`src/rtl/dot8_pkg.sv`:
```
// Shared definitions for the dot8_acc dot-product stage: FSM states, product
// width and the accumulator-width rule used to check parameters.
package dot8_pkg;

  localparam int unsigned PROD_W = 16;

  typedef enum logic [1:0] {
    ST_ACC   = 2'd0,
    ST_DRAIN = 2'd1,
    ST_OUT   = 2'd2
  } state_e;

  function automatic int unsigned acc_w_min(input int unsigned len);
    return PROD_W + $clog2(len);
  endfunction

endpackage

```
`src/rtl/mul8.sv`:
```
// MUL8: combinational 8x8 natural multiplier with a full 16-bit product.
module mul8 (
  input  logic [7:0]  a,
  input  logic [7:0]  b,
  output logic [15:0] p
);

  assign p = 16'(a) * 16'(b);

endmodule

```
`src/rtl/dot8_acc.sv`:
```
// dot8_acc: accumulates LEN MUL8 products behind valid/ready handshakes.
// Define DOT8_ACC_PIPE_EN to register the product ahead of the adder.
module dot8_acc
  import dot8_pkg::*;
#(
  parameter int unsigned LEN   = 4,
  parameter int unsigned ACC_W = 18
) (
  input  logic             clock,
  input  logic             reset_,
  input  logic [7:0]       x,
  input  logic [7:0]       y,
  input  logic             in_valid,
  output logic             in_ready,
  output logic [ACC_W-1:0] sum,
  output logic             out_valid,
  input  logic             out_ready
);

  localparam int unsigned CNT_W = (LEN > 1) ? $clog2(LEN) : 1;
  localparam logic [CNT_W-1:0] CNT_LAST = CNT_W'(LEN - 1);

  if (LEN < 1 || ACC_W < acc_w_min(LEN)) begin : g_param_chk
    $error("dot8_acc: need LEN >= 1 and ACC_W >= 16 + clog2(LEN)");
  end

  state_e            state_q, state_d;
  logic [CNT_W-1:0]  cnt_q, cnt_d;
  logic [ACC_W-1:0]  acc_q, acc_d;
  logic [ACC_W-1:0]  sum_q, sum_d;
  logic [PROD_W-1:0] p;
  logic              accept;
  logic              last;

  mul8 mul (
    .a (x),
    .b (y),
    .p (p)
  );

  assign in_ready  = (state_q == ST_ACC);
  assign out_valid = (state_q == ST_OUT);
  assign sum       = sum_q;
  assign accept    = in_valid & in_ready;
  assign last      = (cnt_q == CNT_LAST);

`ifdef DOT8_ACC_PIPE_EN
  logic [PROD_W-1:0] p_reg_q, p_reg_d;
  logic              p_vld_q, p_vld_d;

  // acc is zero at every group start, so acc + p_reg covers the cnt==0 case.
  always_comb begin
    state_d = state_q;
    cnt_d   = cnt_q;
    acc_d   = acc_q;
    sum_d   = sum_q;
    p_reg_d = accept ? p : p_reg_q;
    p_vld_d = accept;
    unique case (state_q)
      ST_ACC: begin
        if (p_vld_q) acc_d = acc_q + ACC_W'(p_reg_q);
        if (accept) begin
          if (last) begin
            cnt_d   = '0;
            state_d = ST_DRAIN;
          end else begin
            cnt_d = cnt_q + CNT_W'(1);
          end
        end
      end
      ST_DRAIN: begin
        sum_d   = acc_q + ACC_W'(p_reg_q);
        acc_d   = '0;
        state_d = ST_OUT;
      end
      ST_OUT: if (out_ready) state_d = ST_ACC;
      default: state_d = ST_ACC;
    endcase
  end

  always_ff @(posedge clock or negedge reset_) begin
    if (!reset_) begin
      p_reg_q <= '0;
      p_vld_q <= 1'b0;
    end else begin
      p_reg_q <= p_reg_d;
      p_vld_q <= p_vld_d;
    end
  end
`else
  // acc is zero at every group start, so acc + p covers the cnt==0 case.
  always_comb begin
    state_d = state_q;
    cnt_d   = cnt_q;
    acc_d   = acc_q;
    sum_d   = sum_q;
    unique case (state_q)
      ST_ACC: begin
        if (accept) begin
          if (last) begin
            sum_d   = acc_q + ACC_W'(p);
            acc_d   = '0;
            cnt_d   = '0;
            state_d = ST_OUT;
          end else begin
            acc_d = acc_q + ACC_W'(p);
            cnt_d = cnt_q + CNT_W'(1);
          end
        end
      end
      ST_OUT: if (out_ready) state_d = ST_ACC;
      default: state_d = ST_ACC;
    endcase
  end
`endif

  always_ff @(posedge clock or negedge reset_) begin
    if (!reset_) begin
      state_q <= ST_ACC;
      cnt_q   <= '0;
      acc_q   <= '0;
      sum_q   <= '0;
    end else begin
      state_q <= state_d;
      cnt_q   <= cnt_d;
      acc_q   <= acc_d;
      sum_q   <= sum_d;
    end
  end

endmodule

```
`config.mk`:
```
export PLATFORM = sky130hd
export DESIGN_NAME = dot8_acc
export DESIGN_NICKNAME = d
export VERILOG_FILES = /design/src/rtl/dot8_pkg.sv /design/src/rtl/mul8.sv /design/src/rtl/dot8_acc.sv
export SDC_FILE = /design/constraint.sdc
export NUM_CORES = 1
export LEC_CHECK = 0
export CAP_MARGIN = 20
export CORE_AREA = 2 2 88 90
export CTS_BUF_LIST = sky130_fd_sc_hd__clkbuf_8 sky130_fd_sc_hd__clkbuf_16
export DETAILED_ROUTE_END_ITERATION = 7
export DIE_AREA = 0 0 90 92
export PLACE_DENSITY = 0.77
export SYNTH_ARGS = -nofsm -noshare
export SYNTH_HDL_FRONTEND = slang
export SYNTH_SLANG_ARGS = --single-unit
```
`constraint.sdc`:
```
create_clock -name clock -period 5.83 [get_ports clock]
set_input_delay 0.8745 -clock clock [delete_from_list [all_inputs] [get_ports clock]]
set_output_delay 0.8745 -clock clock [all_outputs]
set_load 0.005 [all_outputs]
```
==> metrics.csv, run 1 <==
stage,metric,value,unit
global_routing,antenna_found_initial,0,
yosys,syn-num-nets,544,
worst_setup_path,r2r_slack,1.26,ns
place,dp_worst_setup_slack,0.0535,ns
yosys,synthArstFlopShare,100,%
place,portBuffers,39,
floorplanning,fp.dieH,92,µm
floorplanning,die-width,90,µm
finish,final_common_cell,inv_1,
floorplanning,fp-row-count,32,
clocking,clk_pin_slew_worst_paths,0.08,ns
worst_setup_path,cp-endpoint,acc_q[13],
yosys,syn_inst,433,
yosys,syn_area,0.00416,mm²
place,dp_hpwl,7.31,mm
finish,syn2layout_area_growth,16.6,%
yosys,synth_ff_type,dfrtp_1,
drt,ant_nets,0,
worst_hold_path,hold_class,reg2reg,
worst_setup_path,worstPathRequired,5.99,ns
finish,ff_latch_area,976,µm²
worst_setup_path,crit_path_max_fanout,8,
clocking,clkLatencyLatePin,0.30,ns
global_routing,grt_overflow_total,0,
yosys,syn_area_per_cell,9.62,µm²
place,gp_congestion,0.857,
run,max_cap_viol_count,0,
yosys,synth-seq-cells,39,
drt,route.vias.total,2991,
sta,drv_slew,0,
yosys,synth_seq_area_share,23.4,%
drt,drc_errors,0,
power,p_comb_share,76.3,%
floorplanning,die-area,0.00828,mm²
drt,totalWireLength,8.79,mm
sta,hold_violations,0,
power,p_switching,1.46,mW
clocking,post_cts_buffers,0,
sta,tns,0,ns
sta,period_share,94.2,%
sta,worstMarginPinSlew,0.845,ns
worst_setup_path,startpoint,y[6],
drt,viasPerCell,5.12,
power,swShare,47.7,%
worst_setup_path,worstRegToRegCells,15,
finish,multi_input_area,0.00279,mm²
worst_setup_path,timing.rr.end,acc_q[13],
sta,skew,0.0118,ns
power,powerDensity,630,mW/mm²
power,vdd_drop_max,0.386,mV
drt,firstDrtPassIters,4,
global_routing,first_global_vias,3303,
clocking,root_buffer,clkbuf_8,
drt,drtIter0Drc,117,
finish,layout_common_cells,"99 x inv_1, 53 x nand2_1, 50 x fa_1, 41 x ha_1, 39 x dfrtp_1",
status,status,"finished, final reports clean",
clocking,clockBufferDepth,2,
sta,clock.fmax,182,MHz
worst_setup_path,crit_arrival,5.66,ns
yosys,yosys_warnings,0,
finish,num_antenna_cells,0,
worst_setup_path,critical_path_class,in2reg,
clocking,cts_hold_buf,0,
floorplanning,core-area,0.00745,mm²
floorplanning,initial_utilization,55.9,%
yosys,synth.distinct_cells,42,
sta,slew_headroom,43.7,%
finish,nets,592,
worst_setup_path,startpoint_type,primary input,
floorplanning,pin_count,40,
finish,n_fill_cell,619,
yosys,synth_edf_count,0,
sta,hold_slack,0.491,ns
power,leakagePower,2.58,nW
worst_setup_path,rr_startpoint,acc_q[6],
finish,drive_above_1_share,7.68,%
power,clockPowerShare,7.6,%
clocking,ctsResizeCount,0,
global_routing,grt_pass1_wl,15.9,mm
power,p_seq_share,16.1,%
clocking,numCtsBuffers,5,
sta,rsz0062_at_grt,no,
power,power,3.06,mW
sta,setup_viol,0,
worst_setup_path,critPathCaptureType,register,
clocking,clock_sinks,39,
sta,timing.final.ws_setup,0.337,ns
clocking,cts_tree,built,
sta,fin_crit,5.49,ns
power,p_int,1.60,mW
global_routing,grt_usage,23.4,%
clocking,htreeDepth,2,
global_routing,grt_max_degree,40,
drt,post_drt_wl_per_cell,15.1,µm
==> routing by layer <==
layer | wire length [µm] | up-vias | GRT usage [%]
met5 | 0 | - | 0
met4 | 105 | 0 | 4.36
met3 | 175 | 10 | 2.47
met2 | 4510 | 38 | 40.9
met1 | 4000 | 1485 | 32.2
li1 | - | 1458 | -
==> state kept, by name, indices dropped and copies added, names as in the netlist <==
| register | count |
|---|---|
| state_q | 1 |
| acc_q | 18 |
| sum | 18 |
| cnt_q | 2 |
==> stage by stage <==
stage / utilization, % / instances / area [µm²]
final: 65.2 / 584 / 4860
after global routing: 65.2 / 584 / 4860
after CTS: 64.7 / 582 / 4810
after detailed placement: 63.1 / 574 / 4700
after global placement: 63.1 / 574 / 4700
after floorplan: - / 433 / 4160
==> worst max-delay path: stages <==
cell             delay, ns
clkdlybuf4s50_1       0.60
nand2_1               0.12
fa_1                  0.50
fa_1                  0.55
inv_1                 0.06
fa_1                  0.53
inv_1                 0.05
fa_1                  0.54
inv_1                 0.06
ha_1                  0.31
a21o_1                0.20
a221oi_2              0.45
o21bai_2              0.12
a311oi_1              0.39
xor2_1                0.22
o31ai_1               0.08
==> area by class of cell <==
type,instances,share of cell area (%)
Clock buffer,5,1.42
Clock inverter,3,0.953
Inverter,99,7.65
Multi-Input combinational cell,289,57.5
Sequential cell,39,20.1
Tap cell,102,2.63
Timing Repair Buffer,47,9.74
==> how the worst min path moves through the flow <==
| stage | cells past startpoint | startpoint | to | slack, ns |
|---|---|---|---|---|
| 2_1_floorplan | 2 | acc_q[12] | acc_q[12] | 0.45 |
| 3_3_place_gp | 2 | acc_q[1] | acc_q[1] | 0.47 |
| 4_1_cts | 2 | acc_q[14] | acc_q[14] | 0.50 |
| 6_report | 2 | acc_q[14] | acc_q[14] | 0.49 |
| 3_5_place_dp | 2 | sum[14] | sum[14] | 0.47 |
| 5_1_grt | 2 | sum[14] | sum[14] | 0.52 |
==> cells in the mapped netlist, drive strengths merged (2+ instances only) <==
library cell / instances / area share [%]
a21o: 9 / 1.6
a31oi: 2 / 0.30
dfrtp: 39 / 23
nand4: 2 / 0.30
o41ai: 2 / 0.60
and2: 38 / 5.7
mux2: 13 / 3.5
xnor2: 6 / 1.3
a221oi: 2 / 0.72
nor3: 2 / 0.24
mux2i: 2 / 0.48
nor2: 5 / 0.45
and3: 4 / 0.63
o21a: 2 / 0.36
ha: 41 / 12
o21bai: 2 / 0.45
o31ai: 4 / 0.72
clkbuf: 5 / 0.45
fa: 50 / 24
a22o: 7 / 1.5
nand2b: 6 / 0.90
nand3: 2 / 0.24
inv: 99 / 8.9
xor2: 5 / 1.1
nand2: 53 / 4.8
a21oi: 7 / 0.84
o21ai: 13 / 1.6
==> cells by family after synthesis <==
group | after synthesis | synth area share, %
buffers and inverters | 105 | 9.47
multiplexers | 15 | 4.00
XOR/XNOR | 12 | 2.85
adder cells (fa/ha/maj) | 91 | 36.4
flip-flops | 39 | 23.4
AND/OR/NAND/NOR | 117 | 14.4
AO/OA/AOI/OAI | 54 | 9.53
==> power by group through the flow <==
stage | sequential (mW) | clock [mW] | combinational, mW
after floorplan | 0.476 | 0 | 1.65
after global placement | 0.491 | 0 | 2.23
after detailed placement | 0.495 | 0 | 2.30
after CTS | 0.490 | 0.235 | 2.32
after global routing | 0.504 | 0.250 | 2.64
final | 0.492 | 0.234 | 2.34
Power figures use the tool's default switching activity.
==> run 2: changes to the inputs <==
- CORE_AREA: 2 2 88 90 -> 2 2 101 78
- DIE_AREA: 0 0 90 92 -> 0 0 103 80
- PLACE_DENSITY: 0.77 -> 0.78
==> run 2 against run 1 <==
Setup slack improved by 0.021 ns. Utilization rose by 1.4 points. Global-route usage fell by 0.83 points. Design area fell by 0.88%. Final cell count fell by 0.51%. Routed wire length fell by 3.6%. Critical path depth did not move. First-iteration DRC count fell by 7.7%. Clock power fell by 22%. Sequential cell count did not move. Count of clock-buffer cells in the layout did not move. Via count rose by 1.9%.
==> metrics.csv, run 2 (synthesis results as in run 1) <==
stage,metric,value,unit,change
drt,post_drt_wl_per_cell,14.6,µm,-3.1%
clocking,post_cts_buffers,0,,unchanged
finish,final_common_cell,inv_1,,
floorplanning,fp.dieH,80,µm,-13%
finish,layout_common_cells,"100 x inv_1, 53 x nand2_1, 50 x fa_1, 41 x ha_1, 39 x dfrtp_1",,
sta,drv_slew,0,,unchanged
sta,hold_violations,0,,unchanged
worst_hold_path,hold_class,reg2reg,,
worst_setup_path,worstRegToRegCells,15,,unchanged
global_routing,first_global_vias,3131,,-5.2%
finish,n_fill_cell,599,,-3.2%
sta,slew_headroom,32.1,%,-12 points
drt,ant_nets,0,,unchanged
place,dp_cells,572,,-0.35%
floorplanning,core-area,0.00723,mm²,-2.9%
worst_setup_path,critical_path_class,in2reg,,
place,gp_congestion,0.846,,-1.3%
global_routing,antenna_found_initial,0,,unchanged
floorplanning,die-width,103,µm,+14%
sta,fin_crit,5.47,ns,-0.0208 ns
power,vdd_drop_max,0.401,mV,+4.1%
worst_setup_path,worstPathRequired,6.01,ns,+0.02 ns
place,portBuffers,39,,unchanged
drt,drtIter0Drc,108,,-7.7%
sta,rsz0062_at_grt,no,,
clocking,numCtsBuffers,5,,unchanged
floorplanning,initial_utilization,57.6,%,+1.7 points
finish,num_antenna_cells,0,,unchanged
floorplanning,die-area,0.00824,mm²,-0.48%
status,status,"finished, final reports clean",,
finish,syn2layout_area_growth,15.6,%,
drt,route.vias.total,3047,,+1.9%
worst_setup_path,critPathCaptureType,register,,
clocking,htreeDepth,2,,unchanged
worst_setup_path,crit_arrival,5.65,ns,about the same
drt,firstDrtPassIters,5,,+1
clocking,clk_pin_slew_worst_paths,0.08,ns,about the same
global_routing,grt_overflow_total,0,,unchanged
clocking,clock_sinks,39,,unchanged
finish,stdcell_count,581,,-0.51%
sta,clock.fmax,183,MHz,+0.38%
sta,setup_viol,0,,unchanged
worst_setup_path,r2r_slack,1.32,ns,+0.06 ns
finish,nets,590,,-0.34%
worst_setup_path,startpoint_type,primary input,,
global_routing,grt_max_degree,40,,unchanged
drt,totalWireLength,8.48,mm,-3.6%
clocking,root_buffer,clkbuf_8,,
place,postPlaceCellArea,0.00469,mm²,-0.19%
place,dp_hpwl,6.99,mm,-4.4%
sta,worstMarginPinSlew,1.02,ns,+0.172 ns
clocking,clkLatencyLatePin,0.30,ns,about the same
floorplanning,fp-row-count,27,,-16%
power,leakagePower,2.56,nW,-0.78%
clocking,clockBufferDepth,2,,unchanged
finish,design_area,0.00481,mm²,-0.88%
floorplanning,pin_count,40,,unchanged
sta,skew,0.00958,ns,-0.00225 ns
clocking,cts_hold_buf,0,,unchanged
sta,period_share,93.9,%,-0.36 points
worst_hold_path,whs_path_depth,2,,unchanged
power,powerDensity,619,mW/mm²,-1.8%
drt,drc_errors,0,,unchanged
global_routing,grt_pass1_wl,14.5,mm,-8.8%
global_routing,grt_usage,22.6,%,-0.83 points
finish,drive_above_1_share,7.08,%,-0.59 points
clocking,cts_tree,built,,
drt,viasPerCell,5.24,,+2.4%
run,max_cap_viol_count,0,,unchanged
worst_setup_path,crit_path_max_fanout,8,,unchanged
==> run 2: changes by cell type in the layout (fill, tap and decap cells not counted) <==
cell,before,now
bufinv_16,1,0
a221oi_4,0,1
inv_6,1,0
buf_4,6,5
a221oi_2,2,1
buf_8,1,0
clkinv_2,0,1
inv_1,99,100
==> run 2: repair_timing <==
action	4_1_cts	5_1_grt
endpoints found under the setup margin	0	1
resized for setup	0	1
endpoints found under the hold margin	0	0
==> run 2: worst paths after layout <==
kind,end,from
hold / removal,acc_q[1],acc_q[1]
setup reg to reg,acc_q[13],acc_q[7]
hold reg to reg,acc_q[1],acc_q[1]
min in group asynchronous,sum[2],reset_
max in group asynchronous,sum[16],reset_
setup / recovery,acc_q[13],y[4]
==> run 2: metrics by stage <==
stage          setup TNS [ns]  util (%)  power, mW  setup WS, ns  hold slack (ns)
2_1_floorplan               0         -       2.12         0.954            0.449
3_3_place_gp                0      64.9       2.65         0.138            0.466
3_5_place_dp          -0.0262      64.9       2.76       -0.0262            0.471
4_1_cts                     0      66.1       2.95         0.313            0.488
5_1_grt                     0      66.6       3.31        0.0322            0.523
6_report                    0      66.6       2.98         0.358            0.485
==> run 2: final cells by class <==
type | instances | area [µm²] | area share (%)
Clock buffer | 5 | 68.8 | 1.43
Clock inverter | 3 | 16.3 | 0.338
Inverter | 99 | 372 | 7.72
Multi-Input combinational cell | 289 | 2810 | 58.3
Sequential cell | 39 | 976 | 20.3
Tap cell | 101 | 126 | 2.62
Timing Repair Buffer | 45 | 450 | 9.36
==> run 2: layer usage <==
layer / track usage, % / part of all wire (%) / up-vias
met2: 36.8 / 50 / 60
met1: 31.5 / 45 / 1514
met5: 0 / 0 / -
met3: 4.12 / 4.0 / 16
met4: 5.13 / 1.7 / 0
li1: - / - / 1457
==> run 2: worst max-delay path, cell delays in order <==
cell and delay, ns:
clkdlybuf4s50_1 0.64, nand2_1 0.13, fa_1 0.51, fa_1 0.50, inv_1 0.06, fa_1 0.53
inv_1 0.05, fa_1 0.53, inv_1 0.04, ha_1 0.36, a21o_1 0.24, a221oi_4 0.39
o21bai_2 0.12, a311oi_1 0.32, xor2_1 0.13, o31ai_1 0.23
==> run 2: power breakdown <==
part | switching [mW] | internal (mW) | leakage (nW) | total [mW]
Sequential | 0.0791 | 0.409 | 0.481 | 0.488
Clock | 0.0996 | 0.0819 | 0.0453 | 0.182
Combinational | 1.27 | 1.03 | 2.03 | 2.31
